## src/rtl/traffic_pkg.sv

```systemverilog
// Shared types for the traffic conflict monitor: lamp-state enumeration, fault codes and helpers.
package traffic_pkg;

    typedef enum logic [2:0] {
        LampUnknown = 3'd0,
        LampR       = 3'd1,
        LampY       = 3'd2,
        LampG       = 3'd3,
        LampBad     = 3'd4
    } lamp_e;

    localparam logic [2:0] CodeNone        = 3'd0;
    localparam logic [2:0] CodeBad         = 3'd1;
    localparam logic [2:0] CodeConflict    = 3'd2;
    localparam logic [2:0] CodeIllegal     = 3'd3;
    localparam logic [2:0] CodeYellowShort = 3'd4;
    localparam logic [2:0] CodeGreenShort  = 3'd5;
    localparam logic [2:0] CodeStuck       = 3'd6;

    function automatic lamp_e decode_lamps(input logic red, input logic yellow,
                                           input logic green);
        unique case ({red, yellow, green})
            3'b100:  return LampR;
            3'b010:  return LampY;
            3'b001:  return LampG;
            default: return LampBad;
        endcase
    endfunction

    // Lowest nonzero code wins; zero means "no violation".
    function automatic logic [2:0] min_code(input logic [2:0] a, input logic [2:0] b);
        if (a == CodeNone) return b;
        if (b == CodeNone) return a;
        return (a < b) ? a : b;
    endfunction

endpackage

```

## src/rtl/traffic_lamp_tracker.sv

```systemverilog
// Per-direction lamp decode, dwell counter and pattern/transition/dwell violation checks.
module traffic_lamp_tracker
    import traffic_pkg::*;
#(
    parameter int unsigned MIN_GREEN  = 8,
    parameter int unsigned MIN_YELLOW = 4,
    parameter int unsigned MAX_PHASE  = 64
) (
    input  logic       clk,
    input  logic       rst_n,
    input  logic       i_red,
    input  logic       i_yellow,
    input  logic       i_green,
    output lamp_e      o_dec,
    output logic [2:0] o_code,
    output logic       o_y_to_r
);

    localparam int unsigned DW = $clog2(MAX_PHASE + 1);
    localparam logic [DW-1:0] MaxDwell  = DW'(MAX_PHASE);
    localparam logic [DW-1:0] MinGreen  = DW'(MIN_GREEN);
    localparam logic [DW-1:0] MinYellow = DW'(MIN_YELLOW);

    lamp_e         r_state;
    logic [DW-1:0] r_dwell;
    logic          r_first;

    lamp_e         w_dec;
    logic          w_adopt;
    logic          w_changed;
    logic          w_legal;
    logic [2:0]    w_code;

    assign w_dec     = decode_lamps(i_red, i_yellow, i_green);
    assign w_adopt   = (r_state == LampUnknown);
    assign w_changed = !w_adopt && (w_dec != r_state);
    assign w_legal   = ((r_state == LampG) && (w_dec == LampY)) ||
                       ((r_state == LampY) && (w_dec == LampR)) ||
                       ((r_state == LampR) && (w_dec == LampG));

    // Checks are applied highest code first so the lowest raised code is what remains.
    always_comb begin
        w_code = CodeNone;
        if (!w_adopt && !w_changed && (r_dwell == MaxDwell - 1'b1)) w_code = CodeStuck;
        if (w_changed && !r_first && (r_state == LampG) && (r_dwell < MinGreen))
            w_code = CodeGreenShort;
        if (w_changed && !r_first && (r_state == LampY) && (r_dwell < MinYellow))
            w_code = CodeYellowShort;
        if (w_changed && !w_legal) w_code = CodeIllegal;
        if (w_dec == LampBad) w_code = CodeBad;
    end

    always_ff @(posedge clk or negedge rst_n) begin
        if (!rst_n) begin
            r_state <= LampUnknown;
            r_dwell <= '0;
            r_first <= 1'b0;
        end else begin
            r_state <= w_dec;
            if (w_adopt) begin
                r_dwell <= DW'(1);
                r_first <= 1'b1;
            end else if (w_changed) begin
                r_dwell <= DW'(1);
                r_first <= 1'b0;
            end else if (r_dwell != MaxDwell) begin
                r_dwell <= r_dwell + 1'b1;
            end
        end
    end

    assign o_dec    = w_dec;
    assign o_code   = w_code;
    assign o_y_to_r = (r_state == LampY) && (w_dec == LampR);

endmodule

```

## src/rtl/traffic_conflict_monitor.sv

```systemverilog
// Intersection safety monitor: conflict check, fault latch and NS cycle counter.
// Optional statistics counter built only when TRAFFIC_MON_STATS_EN is defined.
module traffic_conflict_monitor
    import traffic_pkg::*;
#(
    parameter int unsigned MIN_GREEN  = 8,
    parameter int unsigned MIN_YELLOW = 4,
    parameter int unsigned MAX_PHASE  = 64
) (
    input  logic       clk,
    input  logic       rst_n,
    input  logic       ns_red,
    input  logic       ns_yellow,
    input  logic       ns_green,
    input  logic       ew_red,
    input  logic       ew_yellow,
    input  logic       ew_green,
    input  logic       clear_fault,
    output logic       fault,
    output logic [2:0] fault_code,
    output logic       flash_req,
    output logic [7:0] cycle_count
);

    lamp_e      w_ns_dec;
    lamp_e      w_ew_dec;
    logic [2:0] w_ns_code;
    logic [2:0] w_ew_code;
    logic       w_ns_y_to_r;
    logic       w_unused_ew_y_to_r;
    logic [2:0] w_conflict_code;
    logic [2:0] w_code;

    logic       r_fault;
    logic [2:0] r_code;

    traffic_lamp_tracker #(
        .MIN_GREEN  (MIN_GREEN),
        .MIN_YELLOW (MIN_YELLOW),
        .MAX_PHASE  (MAX_PHASE)
    ) u_ns (
        .clk      (clk),
        .rst_n    (rst_n),
        .i_red    (ns_red),
        .i_yellow (ns_yellow),
        .i_green  (ns_green),
        .o_dec    (w_ns_dec),
        .o_code   (w_ns_code),
        .o_y_to_r (w_ns_y_to_r)
    );

    traffic_lamp_tracker #(
        .MIN_GREEN  (MIN_GREEN),
        .MIN_YELLOW (MIN_YELLOW),
        .MAX_PHASE  (MAX_PHASE)
    ) u_ew (
        .clk      (clk),
        .rst_n    (rst_n),
        .i_red    (ew_red),
        .i_yellow (ew_yellow),
        .i_green  (ew_green),
        .o_dec    (w_ew_dec),
        .o_code   (w_ew_code),
        .o_y_to_r (w_unused_ew_y_to_r)
    );

    assign w_conflict_code = ((w_ns_dec != LampR) && (w_ew_dec != LampR)) ? CodeConflict
                                                                          : CodeNone;
    assign w_code = min_code(min_code(w_ns_code, w_ew_code), w_conflict_code);

    // A clear coincident with a violation reloads the code instead of clearing.
    always_ff @(posedge clk or negedge rst_n) begin
        if (!rst_n) begin
            r_fault <= 1'b0;
            r_code  <= CodeNone;
        end else if (w_code != CodeNone) begin
            if (!r_fault || clear_fault) begin
                r_fault <= 1'b1;
                r_code  <= w_code;
            end
        end else if (clear_fault) begin
            r_fault <= 1'b0;
            r_code  <= CodeNone;
        end
    end

    assign fault      = r_fault;
    assign flash_req  = r_fault;
    assign fault_code = r_code;

`ifdef TRAFFIC_MON_STATS_EN
    logic [7:0] r_cycle_count;

    always_ff @(posedge clk or negedge rst_n) begin
        if (!rst_n) begin
            r_cycle_count <= 8'd0;
        end else if (w_ns_y_to_r) begin
            r_cycle_count <= r_cycle_count + 8'd1;
        end
    end

    assign cycle_count = r_cycle_count;
`else
    logic w_unused_ns_y_to_r;

    assign w_unused_ns_y_to_r = w_ns_y_to_r;
    assign cycle_count        = 8'd0;
`endif

endmodule

```

## config.mk

```make
export PLATFORM = sky130hd
export DESIGN_NAME = traffic_conflict_monitor
export DESIGN_NICKNAME = d
export VERILOG_FILES = /design/src/rtl/traffic_pkg.sv /design/src/rtl/traffic_lamp_tracker.sv /design/src/rtl/traffic_conflict_monitor.sv
export SDC_FILE = /design/constraint.sdc
export NUM_CORES = 1
export LEC_CHECK = 0
export ABC_AREA = 1
export BUFFER_PORTS_ARGS = -buffer_cell sky130_fd_sc_hd__buf_2
export CORE_MARGIN = 2
export CORE_UTILIZATION = 25
export DETAILED_ROUTE_END_ITERATION = 10
export PLACE_DENSITY = 0.43
export SKIP_CTS_REPAIR_TIMING = 1
export SKIP_LAST_GASP = 1
export SLEW_MARGIN = 5
export SYNTH_ARGS = -nofsm -noshare
export SYNTH_HDL_FRONTEND = slang
export SYNTH_HIERARCHICAL = 1
export SYNTH_SLANG_ARGS = --single-unit
export TNS_END_PERCENT = 5
```

## constraint.sdc

```tcl
create_clock -name clk -period 7.59 [get_ports clk]
set_clock_uncertainty 0.15 [all_clocks]
set_input_delay 0.759 -clock clk [delete_from_list [all_inputs] [get_ports clk]]
set_output_delay 0.759 -clock clk [all_outputs]
set_load 0.01 [all_outputs]
```

# Word-level counts from Yosys, hierarchy flattened
# Cells that the tools add are included.
[op_classes]
bitwise = 0
n_mux = 45
multipliers = 0
reduce_logical = 52
shift = 0
addsub = 2
magnitude_cmp = 6
div = 0
eq_ne = 29
[ops]
columns = ["cell", "count"]
rows = [
  ["3-bit two-way mux", 23],
  ["7-bit two-way mux", 6],
  ["3-bit by 2-bit equality test with 1-bit output (second input constant)", 10],
  ["1-bit logical AND", 25],
  ["3-bit by 1-bit equality test with 1-bit output (second input constant)", 6],
  ["3-bit zero test", 6],
  ["3-bit one-hot mux with 3 select lines", 2],
  ["7-bit by 1-bit adder with 7-bit output (second input constant)", 2],
  ["7-bit by 6-bit equality test with 1-bit output (second input constant)", 2],
  ["7-bit by 3-bit less-than comparator with 1-bit output (second input constant)", 2],
  ["7-bit by 4-bit less-than comparator with 1-bit output (second input constant)", 2],
  ["7-bit != test (second input constant)", 2],
  ["1-bit two-way mux", 13],
  ["3-bit equality test (second input constant)", 4],
  ["1-bit zero test", 9],
  ["3-bit nonzero test", 3],
  ["3-bit by 1-bit != test with 1-bit output (second input constant)", 2],
  ["3-bit != test", 2],
  ["2-bit nonzero test", 3],
  ["1-bit logical OR", 5],
  ["3-bit by 2-bit less-than comparator with 1-bit output", 1],
  ["3-bit less-than comparator", 1],
  ["2-bit two-way mux", 1],
  ["2-bit by 1-bit != test with 1-bit output (second input constant)", 1],
  ["2-bit AND reduction", 1],
]
[totals]
regBits = 26
ram_bits = 0
rom_bits = 0
out_inout_bits = 13
memories = 0
latch_bits = 0

# Logic depth before layout (Yosys ltp)
[depth]
ltp_word = 25
ltp_mapped = 24

# By module
# The synthesis kept the hierarchy.
[modules_own_cells]
columns = ["mod", "area_per_inst_um2", "cells_per_inst", "n_inst"]
rows = [
  ["traffic_lamp_tracker at u_ew", 769.5, 98, 1],
  ["traffic_lamp_tracker at u_ns", 726.9, 96, 1],
  ["traffic_conflict_monitor", 543.0, 74, 1],
]

# Worst setup path after synthesis
# OpenSTA, ideal clock, no wires.
[synth_timing]
kind = "input -> register"
start = "input ew_red"
end = "register r_code[0] (netlist: fault_code[0])"
t_arrival_ns = 2.828
path_buffers = 0
stages = 23
setup_ns = 0.118
setup_slack_ns = 4.494
t_required_ns = 7.322
cell_sequence = "inv_2 nand3_2 nand3_1 nand2_1 nor2_2 nand2_4 clkinv_4 nand2_4 a21oi_2 inv_1 ha_1 nand2_1 inv_2 nand2_1 nand2_2 nand2_4 nand2_4 nand2_4 nand3_4 nor2_4 nand2_2 nand3_1 nand2_1"
[synth_via]
elab_chain_cells = 24
elab_cells_between_ends = 59
cone_classes = "order compare (2); eq/ne (10); mux (24); reduce/logical (23)"
[synth_lines]
columns = ["element", "line", "text"]
rows = [
  ["start: declaration", "traffic_conflict_monitor.sv:15", "input logic ew_red,"],
  ["3-bit by 1-bit equality test with 1-bit output (tied with other cells)", "traffic_pkg.sv:22", "unique case ({red, yellow, green})"],
  ["3-bit one-hot mux with 3 select lines *", "traffic_pkg.sv:22", ""],
  ["3-bit != test", "traffic_lamp_tracker.sv:36", "assign w_changed = !w_adopt && (w_dec != r_state);"],
  ["1-bit logical AND", "traffic_lamp_tracker.sv:36", ""],
  ["1-bit zero test", "traffic_lamp_tracker.sv:44", "if (!w_adopt && !w_changed && (r_dwell == MaxDwell - 1'b1)) w_code = CodeStuck;"],
  ["1-bit logical AND (2 in a row)", "traffic_lamp_tracker.sv:44", ""],
  ["3-bit two-way mux", "traffic_lamp_tracker.sv:44", ""],
  ["3-bit two-way mux", "traffic_lamp_tracker.sv:45", "if (w_changed && !r_first && (r_state == LampG) && (r_dwell < MinGreen))"],
  ["[3 not listed]", "n/a", ""],
  ["named net w_ew_code[1]", "traffic_conflict_monitor.sv:28", "logic [2:0] w_ew_code;"],
  ["branches (longest 4 deep; another with 3-bit less-than comparator)", "n/a", ""],
  ["3-bit two-way mux *", "traffic_pkg.sv:33", "if (b == CodeNone) return a;"],
  ["3-bit by 2-bit less-than comparator with 1-bit output", "traffic_pkg.sv:34", "return (a < b) ? a : b;"],
  ["3-bit two-way mux (2 in a row)", "traffic_pkg.sv:34", ""],
  ["3-bit two-way mux *", "traffic_pkg.sv:33", ""],
  ["3-bit nonzero test", "traffic_conflict_monitor.sv:76", "end else if (w_code != CodeNone) begin"],
  ["2-bit by 1-bit != test with 1-bit output (no source line) / 2-bit nonzero test (equally long branches)", "n/a", ""],
  ["2-bit AND reduction (no source line)", "n/a", ""],
  ["end signal: assignment", "traffic_conflict_monitor.sv:75", "r_code <= CodeNone;"],
  ["end signal: assignment", "traffic_conflict_monitor.sv:79", "r_code <= w_code;"],
  ["end signal: assignment", "traffic_conflict_monitor.sv:83", "r_code <= CodeNone;"],
  ["end: declaration", "traffic_conflict_monitor.sv:35", "logic [2:0] r_code;"],
]
# Mark *: on every way through the listed nets, which the timed path passes. The select of a mux whose other input is x is not followed.
# A chain may end at the register's enable or synchronous reset.

# Final worst setup path
# Same ends and word-level chain as after synthesis.

==> summary.txt <==
Outcome
  • Status: finished clean

Run
  • Max_cap viols: 0

Cells and area
  • Fillers: 871
  • Layout Nets: 299
  • Area growth, synth to finish: 10.94%
  • Register area: 650.6 µm²
  • Share of post-route cells with drive strength above 1: 26.60%
  • Multi-input gate area: roughly 0.0012 mm²
  • Ant diodes: 0
  • Cell area after layout: 0.002258 mm²

Global route
  • Remaining Overflow, GRT: 0
  • Global-route wire length before repair: between 7 and 8 mm
  • Global Route met2 Usage: 16.43%
  • Met3 Usage GRT: 2.488%
  • Pin count of the biggest net entering global routing: 27
  • Top Usage Layer GRT: met2
  • Initial antenna violation count: 0
  • Vias in the first global route: 1637
  • Total GRT Usage: ~9.8%
  • Met1 Use GR: 12.99%

Timing
  • Final setup violation count: 0
  • Setup_tns: 0 ps
  • Max_slew headroom: 57.74%
  • Worst slew pin tran: 633.9 ps
  • Hold Fails Final Rpt: 0
  • Unrepaired setup endpoints after global routing: no
  • FMAX: 313.2 MHz
  • Final period utilization: 42.07%
  • Slew Viols, Final: 0
  • Tmin final: around 3200 ps
  • Setup WS post-layout: roughly 4400 ps

Detailed routing
  • Via density per instance: 4.294
  • Drt first pass iters: 4
  • DR iter-0 viols: 65
  • DRT antenna net count: 0
  • Post-Route WL: approximately 3.9 mm
  • Via count: about 1600
  • Average wire per standard cell: roughly 10 µm
  • DRC: 0

Setup path
  • Crit-path slowest cell: a21oi_2
  • Worst r2r path cells: 16
  • R2r endpoint: fault_code[0]$_DFFE_PN0P_
  • Worst r2r src: u_ns/r_dwell[0]$_DFFE_PN0P_
  • Worst path most repeated cell: nand2_1
  • Largest stage delay, worst path: 270 ps
  • Setup Crit Path Kind: input port to register
  • CP Capture Point: fault_code[0]$_DFFE_PN0P_
  • CP Capture Type: register
  • WP data required: 7610 ps
  • CP cell instances: buf_2 > inv_2 > nand3_2 > nand3_1 > nand2_1 > nor2_2 > nand2_4 > clkinv_4 > nand2_4 > a21oi_2 > inv_1 > ha_1 > nand2_1 > inv_2 > nand2_1 > nand2_2 > nand2_4 > nand2_4 > nand2_1 > nand3_2 > nor2_4 > nand2_2 > nand3_1 > nand2_1
  • Critical Path Start Type: input port
  • Worst EP arrival: 3210 ps
  • Crit. Startpoint: ew_red
  • Crit-path max FO: 9
  • Setup slack, reg-to-reg: 4690 ps

Clocking
  • CTS tree: built
  • CTS Buffer Depth: 2
  • Clock Sinks: 26
  • Root Driver: clkbuf_8
  • TritonCTS buffer count: 3
  • H-tree Lvls: 1
  • Worst skew pair latency: 270 ps
  • Clock-pin slew on the worst setup and hold paths: ~100 ps

Power and ir drop
  • Clock share of power: slightly below 30%
  • Sequential power share: 40.1%
  • Pwr dens: around 180 mW/mm²
  • Combinational fraction of design power: 30.3%
  • Sw power: 136.9 µW
  • Worst vdd ir: 0.09349 mV
  • Switching Share: 34.26%
  • P_int: 262.6 µW
  • Lkg Pwr: between 1 and 1.5 nW

Hold path
  • Worst Hold Class: register to register
  • Hold depth: 1

Place
  • Worst slack at placement: ~4000 ps
  • Routability cong.: a little over 0.8
  • Hpwl dp: a little over 3 mm
  • Port Buffer Count: 13
  • Post-DP Area: around 0.0022 mm²

Yosys
  • Post-synthesis instance total: 267
  • Mapped Avg Cell Area: about 7.6 µm²
  • Synth Warn #: 6
  • Post-Syn Area: 0.002036 mm²

Floorplanning
  • Core Box Area: 0.007807 mm²
  • Initial core utilization: between 20% and 30%
  • Die H: 94.24 µm
  • Die footprint: approximately 0.0089 mm²
  • FP Rows: 32
  • Die Wd: between 90 and 100 µm
  • I/O pins: 22
power groups by stage:
stage | Clock, mW | Combinational [mW] | Sequential [mW]
CTS | 0.124 | 0.124 | 0.160
global placement | 0 | 0.124 | 0.163
global route | 0.130 | 0.140 | 0.162
finish | 0.118 | 0.121 | 0.160
floorplan | 0 | 0.0969 | 0.163
detailed placement | 0 | 0.123 | 0.163
cell type report:
class / instances / area share (%)
timing repair buffer: 13 / 2.881
sequential: 26 / 28.81
inverter: 42 / 7.202
tap: 102 / 5.651
multi-input combinational: 197 / 52.30
clock buffer: 3 / 1.828
clock inverter: 1 / 1.330
state kept, by name (all words and copies together), names as in the netlist:
signal        count
fault             1
fault_code        3
u_ew/r_dwell      7
u_ew/r_first      1
u_ew/r_state      3
u_ns/r_dwell      7
u_ns/r_first      1
u_ns/r_state      3
critical path: cells and delay by family:
| kind | cells | cell delay (ps) |
|---|---|---|
| buf+inv | 5 | 370 |
| simple gates | 17 | 1540 |
| fa+ha+maj | 1 | 270 |
| compound gates | 1 | 270 |
layer usage:
| layer | vias to the layer above | part of all wire, % |
|---|---|---|
| met5 | - | 0 |
| met4 | 0 | 0.59 |
| met3 | 4 | 3.0 |
| met2 | 20 | 45 |
| met1 | 760 | 51 |
| li1 | 865 | - |
worst min-delay path by stage:
stage                                  end                   startpoint  slack [ps]
6_report       u_ns/r_dwell[5]$_DFFE_PN0P_  u_ns/r_dwell[5]$_DFFE_PN0P_         330
5_1_grt        u_ns/r_dwell[5]$_DFFE_PN0P_  u_ns/r_dwell[5]$_DFFE_PN0P_         370
4_1_cts        u_ns/r_dwell[5]$_DFFE_PN0P_  u_ns/r_dwell[5]$_DFFE_PN0P_         330
3_5_place_dp   u_ns/r_dwell[5]$_DFFE_PN0P_  u_ns/r_dwell[5]$_DFFE_PN0P_         310
3_3_place_gp   u_ns/r_dwell[5]$_DFFE_PN0P_  u_ns/r_dwell[5]$_DFFE_PN0P_         300
2_1_floorplan  u_ns/r_dwell[5]$_DFFE_PN0P_  u_ns/r_dwell[5]$_DFFE_PN0P_         290
layout by cell type, fill, tap and decap left out:
cell and n:
nand2_1 39, or2_2 2, a21oi_1 7, buf_2 13
o31ai_4 1, nor2_1 28, o21ai_1 3, nor2_4 2
bufinv_16 1, clkbuf_8 3, nand3b_1 1, o211ai_1 2
nand2_4 6, inv_2 7, o21ai_0 1, nor4_4 1
xor2_1 4, nor3_1 10, xnor2_1 1, o21ai_2 3
a21oi_2 6, nand3_2 8, nand2_2 17, inv_1 34
nand3_1 28, clkinv_4 1, mux2i_1 1, ha_1 7
nand4_1 3, or2_1 1, nand3_4 1, nor2_2 3
dfrtp_1 26, conb_1 8, nor4_1 3
stage by stage:
| step | total power, mW | util, % | hold slack, ps | cells |
|---|---|---|---|---|
| after global placement | 0.2871 | 28.01 | 304.2 | 380 |
| final | 0.3995 | 28.93 | 328.5 | 384 |
| after global routing | 0.4329 | 28.93 | 367.1 | 384 |
| after detailed placement | 0.2860 | 28.01 | 314.9 | 380 |
| after CTS | 0.4075 | 28.93 | 329.7 | 384 |
| after floorplan | 0.2601 | - | 289.0 | 274 |
No activity file was read; power rests on OpenSTA's default activity.
